<file path="src/rtl/dsp_collect_pkg.sv">
// rtl/dsp_collect_pkg.sv - shared widths, result record and narrowing rule (DSP_COLLECT_SAT_EN selects saturation)
package dsp_collect_pkg;

  localparam int P_W          = 48;
  localparam int RESULT_CNT_W = 16;

  // Data is carried at full P width; the collector keeps only its OUT_W low bits.
  typedef struct packed {
    logic           ovf;
    logic [P_W-1:0] data;
  } result_t;

  // Shift P right arithmetically, then saturate or wrap into a signed out_w-bit field.
  function automatic result_t narrow_result(input logic signed [P_W-1:0] p,
                                            input int                    shift,
                                            input int                    out_w);
    logic signed [P_W-1:0] s;
    logic signed [P_W-1:0] max_v;
    logic signed [P_W-1:0] min_v;
    result_t               r;
    s = p >>> shift;
    if (out_w >= P_W) begin
      max_v = {1'b0, {(P_W-1){1'b1}}};
    end else begin
      max_v = (48'sd1 <<< (out_w - 1)) - 48'sd1;
    end
    min_v = ~max_v;
    r.ovf = (s > max_v) || (s < min_v);
`ifdef DSP_COLLECT_SAT_EN
    if (s > max_v) begin
      r.data = max_v;
    end else if (s < min_v) begin
      r.data = min_v;
    end else begin
      r.data = s;
    end
`else
    r.data = s;
`endif
    return r;
  endfunction

endpackage

</file>
<file path="src/rtl/dsp_collect_fifo.sv">
// rtl/dsp_collect_fifo.sv - first-word-fall-through result FIFO with occupancy count
module dsp_collect_fifo #(
  parameter int W     = 33,
  parameter int DEPTH = 8,
  parameter int CNT_W = $clog2(DEPTH + 1)
) (
  input  logic             clk_i,
  input  logic             rst_ni,
  input  logic             wr_en_i,
  input  logic [W-1:0]     wr_data_i,
  input  logic             rd_en_i,
  output logic [W-1:0]     rd_data_o,
  output logic             empty_o,
  output logic [CNT_W-1:0] count_o
);

  localparam int AW = $clog2(DEPTH);

  logic [W-1:0]     mem_q [DEPTH];
  logic [AW-1:0]    wr_ptr_q, wr_ptr_d;
  logic [AW-1:0]    rd_ptr_q, rd_ptr_d;
  logic [CNT_W-1:0] count_q, count_d;
  logic             rd_fire;

  assign empty_o   = (count_q == '0);
  assign rd_fire   = rd_en_i & ~empty_o;
  assign count_o   = count_q;
  assign rd_data_o = empty_o ? '0 : mem_q[rd_ptr_q];

  // Pointer and occupancy next state; pointers wrap naturally at DEPTH.
  always_comb begin
    wr_ptr_d = wr_ptr_q + AW'(wr_en_i);
    rd_ptr_d = rd_ptr_q + AW'(rd_fire);
    count_d  = count_q + CNT_W'(wr_en_i) - CNT_W'(rd_fire);
  end

  // Pointer and occupancy registers.
  always_ff @(posedge clk_i or negedge rst_ni) begin
    if (!rst_ni) begin
      wr_ptr_q <= '0;
      rd_ptr_q <= '0;
      count_q  <= '0;
    end else begin
      wr_ptr_q <= wr_ptr_d;
      rd_ptr_q <= rd_ptr_d;
      count_q  <= count_d;
    end
  end

  // Storage array; contents need no reset because reads are gated by empty.
  always_ff @(posedge clk_i) begin
    if (wr_en_i) begin
      mem_q[wr_ptr_q] <= wr_data_i;
    end
  end

  // Upstream credit accounting must never let a write land on a full FIFO.
  always_ff @(posedge clk_i) begin
    if (rst_ni && wr_en_i && !rd_fire) begin
      assert (count_q != CNT_W'(DEPTH));
    end
  end

endmodule

</file>
<file path="src/rtl/dsp_mac_result_collector.sv">
// rtl/dsp_mac_result_collector.sv - DSP valid-token tracker, credit gate and scaled result stream (DSP_COLLECT_SAT_EN: saturate)
module dsp_mac_result_collector
  import dsp_collect_pkg::*;
#(
  parameter int LATENCY   = 3,
  parameter int DEPTH     = 8,
  parameter int OUT_W     = 32,
  parameter int OUT_SHIFT = 0
) (
  input  logic                    CLK,
  input  logic                    RST_N,
  input  logic                    IN_VALID,
  output logic                    IN_READY,
  input  logic [P_W-1:0]          P,
  output logic                    OUT_VALID,
  input  logic                    OUT_READY,
  output logic [OUT_W-1:0]        OUT_DATA,
  output logic                    OUT_OVF,
  output logic [RESULT_CNT_W-1:0] RESULT_CNT
);

  localparam int CNT_W = $clog2(DEPTH + 1);

  logic [LATENCY-1:0]      pipe_q, pipe_d;
  logic [CNT_W-1:0]        inflight_q, inflight_d;
  logic                    in_ready_q, in_ready_d;
  logic [RESULT_CNT_W-1:0] result_cnt_q, result_cnt_d;
  logic [CNT_W:0]          credit_sum;
  logic [CNT_W-1:0]        fifo_count;
  logic                    fifo_empty;
  logic                    accepted;
  logic                    retire;
  logic                    pop;
  result_t                 narrowed;
  logic [OUT_W:0]          wr_data;
  logic [OUT_W:0]          rd_data;

  assign accepted   = IN_VALID & in_ready_q;
  assign retire     = pipe_q[LATENCY-1];
  assign pop        = OUT_VALID & OUT_READY;
  assign IN_READY   = in_ready_q;
  assign OUT_VALID  = ~fifo_empty;
  assign OUT_DATA   = rd_data[OUT_W-1:0];
  assign OUT_OVF    = rd_data[OUT_W];
  assign RESULT_CNT = result_cnt_q;

  assign narrowed = narrow_result(P, OUT_SHIFT, OUT_W);
  assign wr_data  = {narrowed.ovf, narrowed.data[OUT_W-1:0]};

  generate
    if (OUT_W < P_W) begin : g_drop_high
      logic unused_high;
      assign unused_high = ^narrowed.data[P_W-1:OUT_W];
    end
  endgenerate

  // Token pipe, in-flight count, credit gate and delivered-result counter.
  always_comb begin
    pipe_d       = pipe_q << 1;
    pipe_d[0]    = accepted;
    inflight_d   = inflight_q + CNT_W'(accepted) - CNT_W'(retire);
    // Every queued or in-flight token, plus one entering now, owns a FIFO slot.
    credit_sum   = {1'b0, fifo_count} + {1'b0, inflight_q} + (CNT_W + 1)'(accepted);
    in_ready_d   = credit_sum < (CNT_W + 1)'(DEPTH);
    result_cnt_d = result_cnt_q + RESULT_CNT_W'(pop);
  end

  // Control state registers; reset drops all tokens and withholds credit.
  always_ff @(posedge CLK or negedge RST_N) begin
    if (!RST_N) begin
      pipe_q       <= '0;
      inflight_q   <= '0;
      in_ready_q   <= 1'b0;
      result_cnt_q <= '0;
    end else begin
      pipe_q       <= pipe_d;
      inflight_q   <= inflight_d;
      in_ready_q   <= in_ready_d;
      result_cnt_q <= result_cnt_d;
    end
  end

  dsp_collect_fifo #(
    .W     (OUT_W + 1),
    .DEPTH (DEPTH),
    .CNT_W (CNT_W)
  ) u_fifo (
    .clk_i     (CLK),
    .rst_ni    (RST_N),
    .wr_en_i   (retire),
    .wr_data_i (wr_data),
    .rd_en_i   (pop),
    .rd_data_o (rd_data),
    .empty_o   (fifo_empty),
    .count_o   (fifo_count)
  );

endmodule
</file>
<file path="config.mk">
export PLATFORM = sky130hd
export DESIGN_NAME = dsp_mac_result_collector
export DESIGN_NICKNAME = d
export VERILOG_FILES = /design/src/rtl/dsp_collect_pkg.sv /design/src/rtl/dsp_collect_fifo.sv /design/src/rtl/dsp_mac_result_collector.sv
export SDC_FILE = /design/constraint.sdc
export NUM_CORES = 1
export LEC_CHECK = 0
export CORE_MARGIN = 2
export CORE_UTILIZATION = 35
export DETAILED_ROUTE_END_ITERATION = 12
export SLEW_MARGIN = 40
export SYNTH_ARGS = -nofsm -noshare
export SYNTH_HDL_FRONTEND = slang
export SYNTH_SLANG_ARGS = --single-unit
</file>
<file path="constraint.sdc">
create_clock -name CLK -period 4.3 [get_ports CLK]
set_input_delay 0.86 -clock CLK [delete_from_list [all_inputs] [get_ports CLK]]
set_output_delay 0.86 -clock CLK [all_outputs]
set_load 0.05 [all_outputs]
</file>
==> flow_summary.ini <==
[yosys]
synth_top_area_cell = edfxtp_1
synthCells = 543
synth_top_area_frac = 0.685
synth_area_mm2 = 0.0116
yosysUniqueCellTypes = 29
synthFlopType = edfxtp_1
async_flop_share = 0.114
syn-num-nets = 616
ys_seq_area_frac = 0.759
synth_edf_count = 264
synth_warnings = 0
synth.avg_cell_area_um2 = 21.3
synth_top_cells_by_area = edfxtp_1 69%, mux4_2 12%, dfrtp_1 7.4%, a22o_1 2.5%, ha_1 2.1%
synth.ff_latch_count = 298

[die]
ios = 103
initial_core_util = 0.356
dieArea_mm2 = 0.0345
core_mm2 = 0.0325
row_count = 66
die_w_um = 186
dieHeight_um = 186

[clocking]
post_cts_resize_count = 0
cts_sinks = 298
cts_made_buffers = 30
clockBufferDepth = 3
cts_tree = done
clock_latency_ns = 0.54
ctsHtreeMaxLevel = 1
clockRootBuffer = clkbuf_16
clkSlewWorstSetupHoldPaths_ns = 0.06

[pwr]
combPwrFrac = 0.378
seqPwrFrac = 0.368
p_int_uw = 6550
p_leak_uw = 0.00482
clkPwrFrac = 0.254
peakVddDrop_mv = 0.443
p_switching_uw = 3480
cellPowerDensity_mw_per_mm2 = 703
swShare = 0.347

[detailed_routing]
routedWlPerCell_um = 20.9
first_pass_iters = 4
drt-total-wl_mm = 23.7
ant_nets = 0
vias_per_cell = 4.99
drc = 0
drtIter0Drc = 450
vias = 5669

[timing]
slew_headroom = 0.526
tns_ns = 0
fmax_mhz = 255
fin_skew_ns = 0.00658
tightest_slew_ns = 0.711
slew_violations = 0
fin_crit_ns = 3.91
rsz0062_at_grt = no
final.period_utilization = 0.910
hold_violations = 0
setup_viol = 0

[layout]
num-fill-cells = 2822
nets = 749
area_delta_synth_final_pct = 23.3
fin_util = 0.438
most-common-layout-cells = 264 x edfxtp_1, 101 x clkdlybuf4s50_1, 64 x mux4_2
layout_commonest_cell = edfxtp_1
drive_above_1_share = 0.200
finalNonFillerCells = 1137
diodes = 0

[global_route]
grt_pass1_vias = 6171
grt.overflow.total = 0
grt_max_degree = 37
grt_pass1_wl_mm = 35.8
grtUsageTotal = 0.139
antenna_found_initial = 0

[place]
dp_cells = 1085
io_buffer_count = 102
hpwl_mm = 14.7
gp_congestion = 0.752

[outcome]
status = complete, no violations

[critical_path]
arrival_ns = 3.05
criticalPathCategory = register to output pin
start_kind = register
critPathMaxFanout = 17
crit_required_ns = 3.44
worstSetupEndpointType = output pin

[hold_path]
hold_class = input pin to async pin

[flow_run]
maxCapViolations = 0
## repair_timing
item	CTS	global route
setup endpoints to repair	0	1
buffers inserted	0	1
hold buffers	0	0
## power by group through the flow
stage / Combinational [µW] / Clock (µW) / Sequential, µW
after floorplan: 2610 / 0 / 3710
after global placement: 3710 / 0 / 3770
after detailed placement: 3780 / 0 / 3790
after CTS: 3800 / 2600 / 3740
after global routing: 4030 / 2710 / 3730
final: 3790 / 2540 / 3690
## kinds of logic (layout without fill, tap and decap cells)
logic type	after synthesis	count (layout)	share of synthesized area
multiplexers	66	66	0.129
buffers and inverters	40	192	0.0170
XOR/XNOR	21	21	0.0159
flip-flops	298	298	0.759
AO/OA/AOI/OAI	41	41	0.0294
AND/OR/NAND/NOR	56	56	0.0256
adder cells (fa/ha/maj)	21	21	0.0240
## critical path: stages, from the launching register on
cell             delay, ns
dfrtp_4               0.69
buf_4                 0.31
mux4_2                0.52
a22o_1                0.27
clkdlybuf4s50_1       0.72
## flip-flops by register name, indices dropped and copies added (netlist names)
register         cells
IN_READY             1
RESULT_CNT          16
inflight_q           4
pipe_q               3
u_fifo.count_o       4
u_fifo.mem_q       264
u_fifo.rd_ptr_q      3
u_fifo.wr_ptr_q      3
## worst paths after layout
path,startpoint,end,slack (ns),depth (start not counted)
max,u_fifo.rd_ptr_q[0],OUT_DATA[29],0.39,4
min,RST_N,RESULT_CNT[15],0.23,1
max reg2reg,u_fifo.count_o[2],u_fifo.count_o[1],1.85,10
min reg2reg,pipe_q[1],pipe_q[2],0.35,0
max in group asynchronous,RST_N,u_fifo.rd_ptr_q[1],3.46,2
min in group CLK,pipe_q[1],pipe_q[2],0.35,0
## layer usage
layer	up-vias	share of wire	wire (µm)	track usage
li1	2503	-	-	-
met1	2997	0.43	10200	0.181
met2	136	0.51	12000	0.241
met3	33	0.047	1110	0.0284
met4	0	0.017	415	0.0299
met5	-	0	0	0
## cell usage after synthesis (3+ instances only)
cell        n
a21oi_1     3
a22o_1     33
buf_2       7
buf_6       5
clkbuf_1    9
dfrtp_1    34
edfxtp_1  264
ha_1       19
inv_1      19
mux4_2     64
nand2_1     8
nand2b_1    3
nand3_1     5
nand4_1     8
nor2_1     11
nor2b_1     3
nor3_1      7
nor4_1      8
xnor2_1     8
xor2_1     13
## cell type report
class	count	area [µm²]	share of cell area
Clock buffer	44	855	0.0599
Clock inverter	7	110	0.00772
Inverter	19	71.3	0.00500
Multi-Input combinational cell	205	2660	0.187
Sequential cell	298	8790	0.616
Tap cell	442	553	0.0388
Timing Repair Buffer	122	1220	0.0858
## stage by stage
stage | power, µW | setup WS [ns] | instance area [µm²] | hold WS (ns)
2_1_floorplan | 6310 | 1.00 | 11600 | 0.331
3_3_place_gp | 7480 | 0.706 | 13300 | 0.336
3_5_place_dp | 7570 | 0.701 | 13300 | 0.336
4_1_cts | 10100 | 0.113 | 14200 | 0.352
5_1_grt | 10500 | 0.220 | 14300 | 0.259
6_report | 10000 | 0.385 | 14300 | 0.232
Power figures use the tool's default switching activity.
